### config.mk
export PLATFORM = sky130hd
export DESIGN_NAME = dmem_arbiter
export DESIGN_NICKNAME = d
export VERILOG_FILES = /design/src/rtl/dmem_arb_pkg.sv /design/src/rtl/dmem_arbiter_rsp_reg.sv /design/src/rtl/dmem_arbiter.sv
export SDC_FILE = /design/constraint.sdc
export NUM_CORES = 1
export LEC_CHECK = 0
export CAP_MARGIN = 40
export CORE_MARGIN = 2
export CORE_UTILIZATION = 38
export DETAILED_ROUTE_END_ITERATION = 10
export GPL_TIMING_DRIVEN = 0
export PLACE_DENSITY = 0.86
export SYNTH_ARGS = -nofsm -noshare
export SYNTH_HDL_FRONTEND = slang
export SYNTH_HIERARCHICAL = 1
export SYNTH_SLANG_ARGS = --single-unit
### constraint.sdc
create_clock -name clk -period 6 [get_ports clk]
set_clock_uncertainty 0.2 [all_clocks]
set_input_delay 0.6 -clock clk [delete_from_list [all_inputs] [get_ports clk]]
set_output_delay 0.6 -clock clk [all_outputs]
set_load 0.1 [all_outputs]
### src/rtl/dmem_arb_pkg.sv
// Shared encodings and helpers for the data-memory arbiter.
// Imported by the top and the response-register sub-module.
package dmem_arb_pkg;

    localparam logic [1:0] ST_IDLE = 2'd0;
    localparam logic [1:0] ST_OWN0 = 2'd1;
    localparam logic [1:0] ST_OWN1 = 2'd2;

    localparam int PORT0 = 0;
    localparam int PORT1 = 1;

    function automatic int clog2(input int v);
        int r;
        r = 0;
        while ((1 << r) < v) begin
            r = r + 1;
        end
        return r;
    endfunction

endpackage

### src/rtl/dmem_arbiter_rsp_reg.sv
// Per-port load response: one-cycle valid pulse plus held read data.
// Data is only replaced by the next accepted load on the same port.
module arb_rsp_reg
    import dmem_arb_pkg::*;
#(
    parameter int DATA_W = 16
) (
    input  logic              clk,
    input  logic              rst_n,
    input  logic              i_load,
    input  logic [DATA_W-1:0] i_rdata,
    output logic              o_valid,
    output logic [DATA_W-1:0] o_rdata
);

    logic              r_valid;
    logic [DATA_W-1:0] r_rdata;

    always_ff @(posedge clk or negedge rst_n) begin
        if (!rst_n) begin
            r_valid <= 1'b0;
            r_rdata <= '0;
        end else begin
            r_valid <= i_load;
            if (i_load) begin
                r_rdata <= i_rdata;
            end
        end
    end

    assign o_valid = r_valid;
    assign o_rdata = r_rdata;

endmodule

### src/rtl/dmem_arbiter.sv
// Two-port data-memory arbiter: core (port 0) and loader/debug (port 1).
// Registered ownership with a bounded burst so neither side starves.
module dmem_arbiter
    import dmem_arb_pkg::*;
#(
    parameter int ADDR_W    = 16,
    parameter int DATA_W    = 16,
    parameter int MAX_BURST = 4,
    parameter int IDLE_PRIO = 0
) (
    input  logic              clk,
    input  logic              reset,
    input  logic              req0_valid,
    input  logic              req0_write,
    input  logic [ADDR_W-1:0] req0_addr,
    input  logic [DATA_W-1:0] req0_wdata,
    output logic              req0_ready,
    output logic              rsp0_valid,
    output logic [DATA_W-1:0] rsp0_rdata,
    input  logic              req1_valid,
    input  logic              req1_write,
    input  logic [ADDR_W-1:0] req1_addr,
    input  logic [DATA_W-1:0] req1_wdata,
    output logic              req1_ready,
    output logic              rsp1_valid,
    output logic [DATA_W-1:0] rsp1_rdata,
    input  logic              req1_lock,
    output logic [ADDR_W-1:0] mem_address,
    output logic [DATA_W-1:0] mem_write_data,
    output logic              mem_write,
    input  logic [DATA_W-1:0] mem_read_data,
    output logic              core_stall
);

    localparam int CNT_W = clog2(MAX_BURST + 1);
    localparam logic [CNT_W-1:0] MAX_CNT = CNT_W'(MAX_BURST);
    localparam logic [1:0] IDLE_GNT =
        (IDLE_PRIO == PORT1) ? ST_OWN1 : ST_OWN0;

    logic [1:0]       r_state;
    logic [1:0]       w_state_nxt;
    logic [1:0]       w_other;
    logic [CNT_W-1:0] r_cnt;
    logic [CNT_W-1:0] w_cnt_nxt;
    logic [CNT_W-1:0] w_cnt_inc;
    logic             w_own0;
    logic             w_own1;
    logic             w_acc0;
    logic             w_acc1;
    logic             w_own_v;
    logic             w_oth_v;
    logic             w_hold;

    assign w_own0  = (r_state == ST_OWN0);
    assign w_own1  = (r_state == ST_OWN1);
    assign w_acc0  = req0_valid & w_own0;
    assign w_acc1  = req1_valid & w_own1;
    assign w_own_v = w_own0 ? req0_valid : req1_valid;
    assign w_oth_v = w_own0 ? req1_valid : req0_valid;
    assign w_other = w_own0 ? ST_OWN1 : ST_OWN0;
    assign w_hold  = w_own1 & req1_lock;

    // Count includes the accept happening this cycle.
    assign w_cnt_inc = (r_cnt == MAX_CNT) ? MAX_CNT : r_cnt + 1'b1;

    always_comb begin
        w_state_nxt = r_state;
        w_cnt_nxt   = r_cnt;
        case (r_state)
            ST_IDLE: begin
                w_cnt_nxt = '0;
                if (req0_valid & req1_valid) begin
                    w_state_nxt = IDLE_GNT;
                end else if (req0_valid) begin
                    w_state_nxt = ST_OWN0;
                end else if (req1_valid) begin
                    w_state_nxt = ST_OWN1;
                end
            end
            ST_OWN0, ST_OWN1: begin
                if (!w_own_v) begin
                    w_state_nxt = w_oth_v ? w_other : ST_IDLE;
                    w_cnt_nxt   = '0;
                end else if ((w_cnt_inc == MAX_CNT) & w_oth_v & ~w_hold) begin
                    w_state_nxt = w_other;
                    w_cnt_nxt   = '0;
                end else begin
                    w_cnt_nxt = w_cnt_inc;
                end
            end
            default: begin
                w_state_nxt = ST_IDLE;
                w_cnt_nxt   = '0;
            end
        endcase
    end

    always_ff @(posedge clk or negedge reset) begin
        if (!reset) begin
            r_state <= ST_IDLE;
            r_cnt   <= '0;
        end else begin
            r_state <= w_state_nxt;
            r_cnt   <= w_cnt_nxt;
        end
    end

    always_comb begin
        mem_address    = '0;
        mem_write_data = '0;
        if (w_own0) begin
            mem_address    = req0_addr;
            mem_write_data = req0_wdata;
        end else if (w_own1) begin
            mem_address    = req1_addr;
            mem_write_data = req1_wdata;
        end
    end

    assign req0_ready = w_own0;
    assign req1_ready = w_own1;
    assign mem_write  = (w_acc0 & req0_write) | (w_acc1 & req1_write);
    assign core_stall = req0_valid & ~req0_ready;

    arb_rsp_reg #(.DATA_W(DATA_W)) u_rsp0 (
        .clk     (clk),
        .rst_n   (reset),
        .i_load  (w_acc0 & ~req0_write),
        .i_rdata (mem_read_data),
        .o_valid (rsp0_valid),
        .o_rdata (rsp0_rdata)
    );

    arb_rsp_reg #(.DATA_W(DATA_W)) u_rsp1 (
        .clk     (clk),
        .rst_n   (reset),
        .i_load  (w_acc1 & ~req1_write),
        .i_rdata (mem_read_data),
        .o_valid (rsp1_valid),
        .o_rdata (rsp1_rdata)
    );

endmodule
==> metrics <==
status=completed; Worst setup SP type=flop; PostCTS Resize Cnt=0; min-delay worst type=in2async; Syn Nets=roughly 320; Reg clk slew, reported paths=80 ps; DRT antenna net count=0; Crit. Startpoint=r_state[1]; leading area contributor after synthesis=dfrtp_1; row cnt=28; Initial DRT Pass Iterations=4; Post-Syn Instances=~230; CTS tree=yes; post-layout min period=4030 ps; Area contributors post-synth=dfrtp_1 43%, mux2_4 13%, nand2_1 10%; Worst Reg-to-Reg Cells=10; Slowest cell on crit path=clkdlybuf4s50_1; Total Routing Usage GR=0.376; setup bufs post-CTS=0; largest net degree at the start of global routing=40; grt total ovfl=0; DR WL/cell=about 23 microns; Antenna Diode Count=0; met3 usage=0.0692; Top delay family on crit path=buffers and inverters; via count=around 2900; slew of the pin with the lowest slew margin=around 880 ps; Die W=a little over 80 microns; HPWL Detailed=between 8 and 9 mm; number of global-route vias before repair=3206; Worst slew margin=0.414; fmax=0.248 GHz; R2R setup slack=~3000 ps; Post-synth EDFFs=0; number of I/O pins=157; routed wire length=12.2 mm; number of DRC markers in iteration 0=around 180; most frequent cells in the layout=154 x clkdlybuf4s50_1, 63 x nand2_1, 54 x buf_8; critical path cell sequence=inv_1, ha_1, buf_6, clkbuf_1, buf_1, nand2_1, o21ai_0, clkdlybuf4s50_1, buf_8; ys async rst share=1.00; antenna violations before repair=0; met2 global-route usage=0.712; crit path capture=mem_address[1]; cell area after layout=~5300 sq um; leading cell type in the layout, fill and taps excluded=clkdlybuf4s50_1; unrepaired setup endpoints after global routing=false; worst r2r src=r_state[1]; worst setup path category=reg2out; Buf/Inv on CP=6; Largest stage delay, worst path=640 ps; Root Buffer=clkbuf_8; Pins Over Slew Limit=0; Tcrit/Tclk final=0.672; CTS Buf Count=5; Yosys reg bits=39; gr busiest metal=met2; first-pass GRT wire length=approximately 18 mm; starting density of the core=0.389; final setup TNS=0 ps; # setup viols final=0; placed cell areas=between 5000 and 6000 sq um; critical path fanouts, max=10; Mean Syn Cell Area=10.1 sq um; area share of the largest cell type after synthesis=0.428; DRC errors left=0; met1 usage=0.374; GP Congestion=0.781; critical path required time=between 5000 and 6000 ps; Final Hold Vio Count=0; Worst EP arrival=~3200 ps; stages on the worst setup path=9; Die Ht=a little over 80 microns; Cell Area, Synth=roughly 2300 sq um; NumNets Final=551; clk_lat worst skew=just under 300 ps; Fillers=about 210; Sink Count=39; post-DR vias/cell=5.43; P&R area growth vs syn=131%; depth of the CTS H-tree=2; Synth Flop Type=dfrtp_1; post-synthesis sequential area ratio=0.428; Yosys cell types=30; CP endpoint kind=output pin; CTS Hold Bufs=0; Yosys Warn Count=6; I/O Buffers=between 150 and 200; core area=between 5000 and 6000 sq um; layout cells sized above 1=0.264; max_cap viols=0; Die ar.=~6600 sq um; clk buf depth=2; reg2reg end=u_rsp0/o_rdata[10]
[Yosys cell counts, types with 2 or more instances]
cell and instances:
buf_12 2, nand2_1 63, nor3_1 2, inv_1 6, nand2b_1 2, buf_6 3
nor2b_1 2, clkbuf_1 10, o21ai_0 30, mux2_4 20, a22o_1 2, a21oi_1 2
mux2_2 12, nand3_1 3, nor2_1 6, mux2_1 3, dfrtp_1 39, and2_1 2
ha_1 6
[logic make-up (layout without fill, tap and decap cells)]
kind of cell    after synthesis  count (layout)  synth area share
xor+xnor                      1               1           0.00384
buf+inv                      23             256            0.0626
mux                          36              36             0.216
fa+ha+maj                     6               6            0.0329
simple gates                 81              81             0.144
flops                        39              39             0.428
compound gates               40              40             0.113
[worst min path at each step]
stage / start / to / slack [ps] / cells past startpoint
2_1_floorplan: reset / r_cnt[0] / 100 / 0
3_3_place_gp: u_rsp0/o_rdata[1] / u_rsp0/o_rdata[1] / 290 / 1
3_5_place_dp: u_rsp1/o_rdata[0] / u_rsp1/o_rdata[0] / 290 / 1
4_1_cts: reset / u_rsp0/o_rdata[0] / 240 / 1
5_1_grt: reset / u_rsp0/o_rdata[0] / 290 / 1
6_report: reset / u_rsp0/o_rdata[0] / 220 / 1
[layout make-up]
cell class / count / area, sq um / share of cell area
Inverter: 6 / 22.5 / 0.00429
Multi-Input combinational cell: 164 / 1160 / 0.221
Buffer: 17 / 120 / 0.0229
Timing Repair Buffer: 225 / 2800 / 0.532
Tap cell: 75 / 93.8 / 0.0179
Sequential cell: 39 / 976 / 0.186
Clock inverter: 2 / 12.5 / 0.00238
Clock buffer: 6 / 72.6 / 0.0138
[per-stage QoR]
| stage | setup slack [ps] | utilization | cells | hold slack, ps |
|---|---|---|---|---|
| 4_1_cts | 2020 | 0.898 | 534 | 243 |
| 6_report | 1970 | 0.898 | 534 | 223 |
| 2_1_floorplan | 1200 | - | 226 | 104 |
| 3_3_place_gp | 2340 | 0.671 | 456 | 290 |
| 3_5_place_dp | 2520 | 0.884 | 526 | 294 |
| 5_1_grt | 1870 | 0.898 | 534 | 286 |
[worst register-to-register path, delay by kind of cell, from the launching register on]
kind,cells,cell delay (ps)
adders and majority gates,1,200
DFF,1,440
buffers and inverters,6,1410
and+or+nand+nor,2,310
muxes,1,320
[routing by layer]
layer	up-vias	wire, microns
met5	-	0
met4	0	813
met3	76	679
met2	187	6810
met1	1417	3940
li1	1219	-
[state kept, by name, summed over array words and instances, names as in the netlist]
register and count:
u_rsp1/o_valid 1, r_state 2, u_rsp1/o_rdata 16, u_rsp0/o_valid 1, u_rsp0/o_rdata 16, r_cnt 3
Power is not shown: default switching activity piles up to over one toggle a cycle in this logic, so the estimate is an artifact.
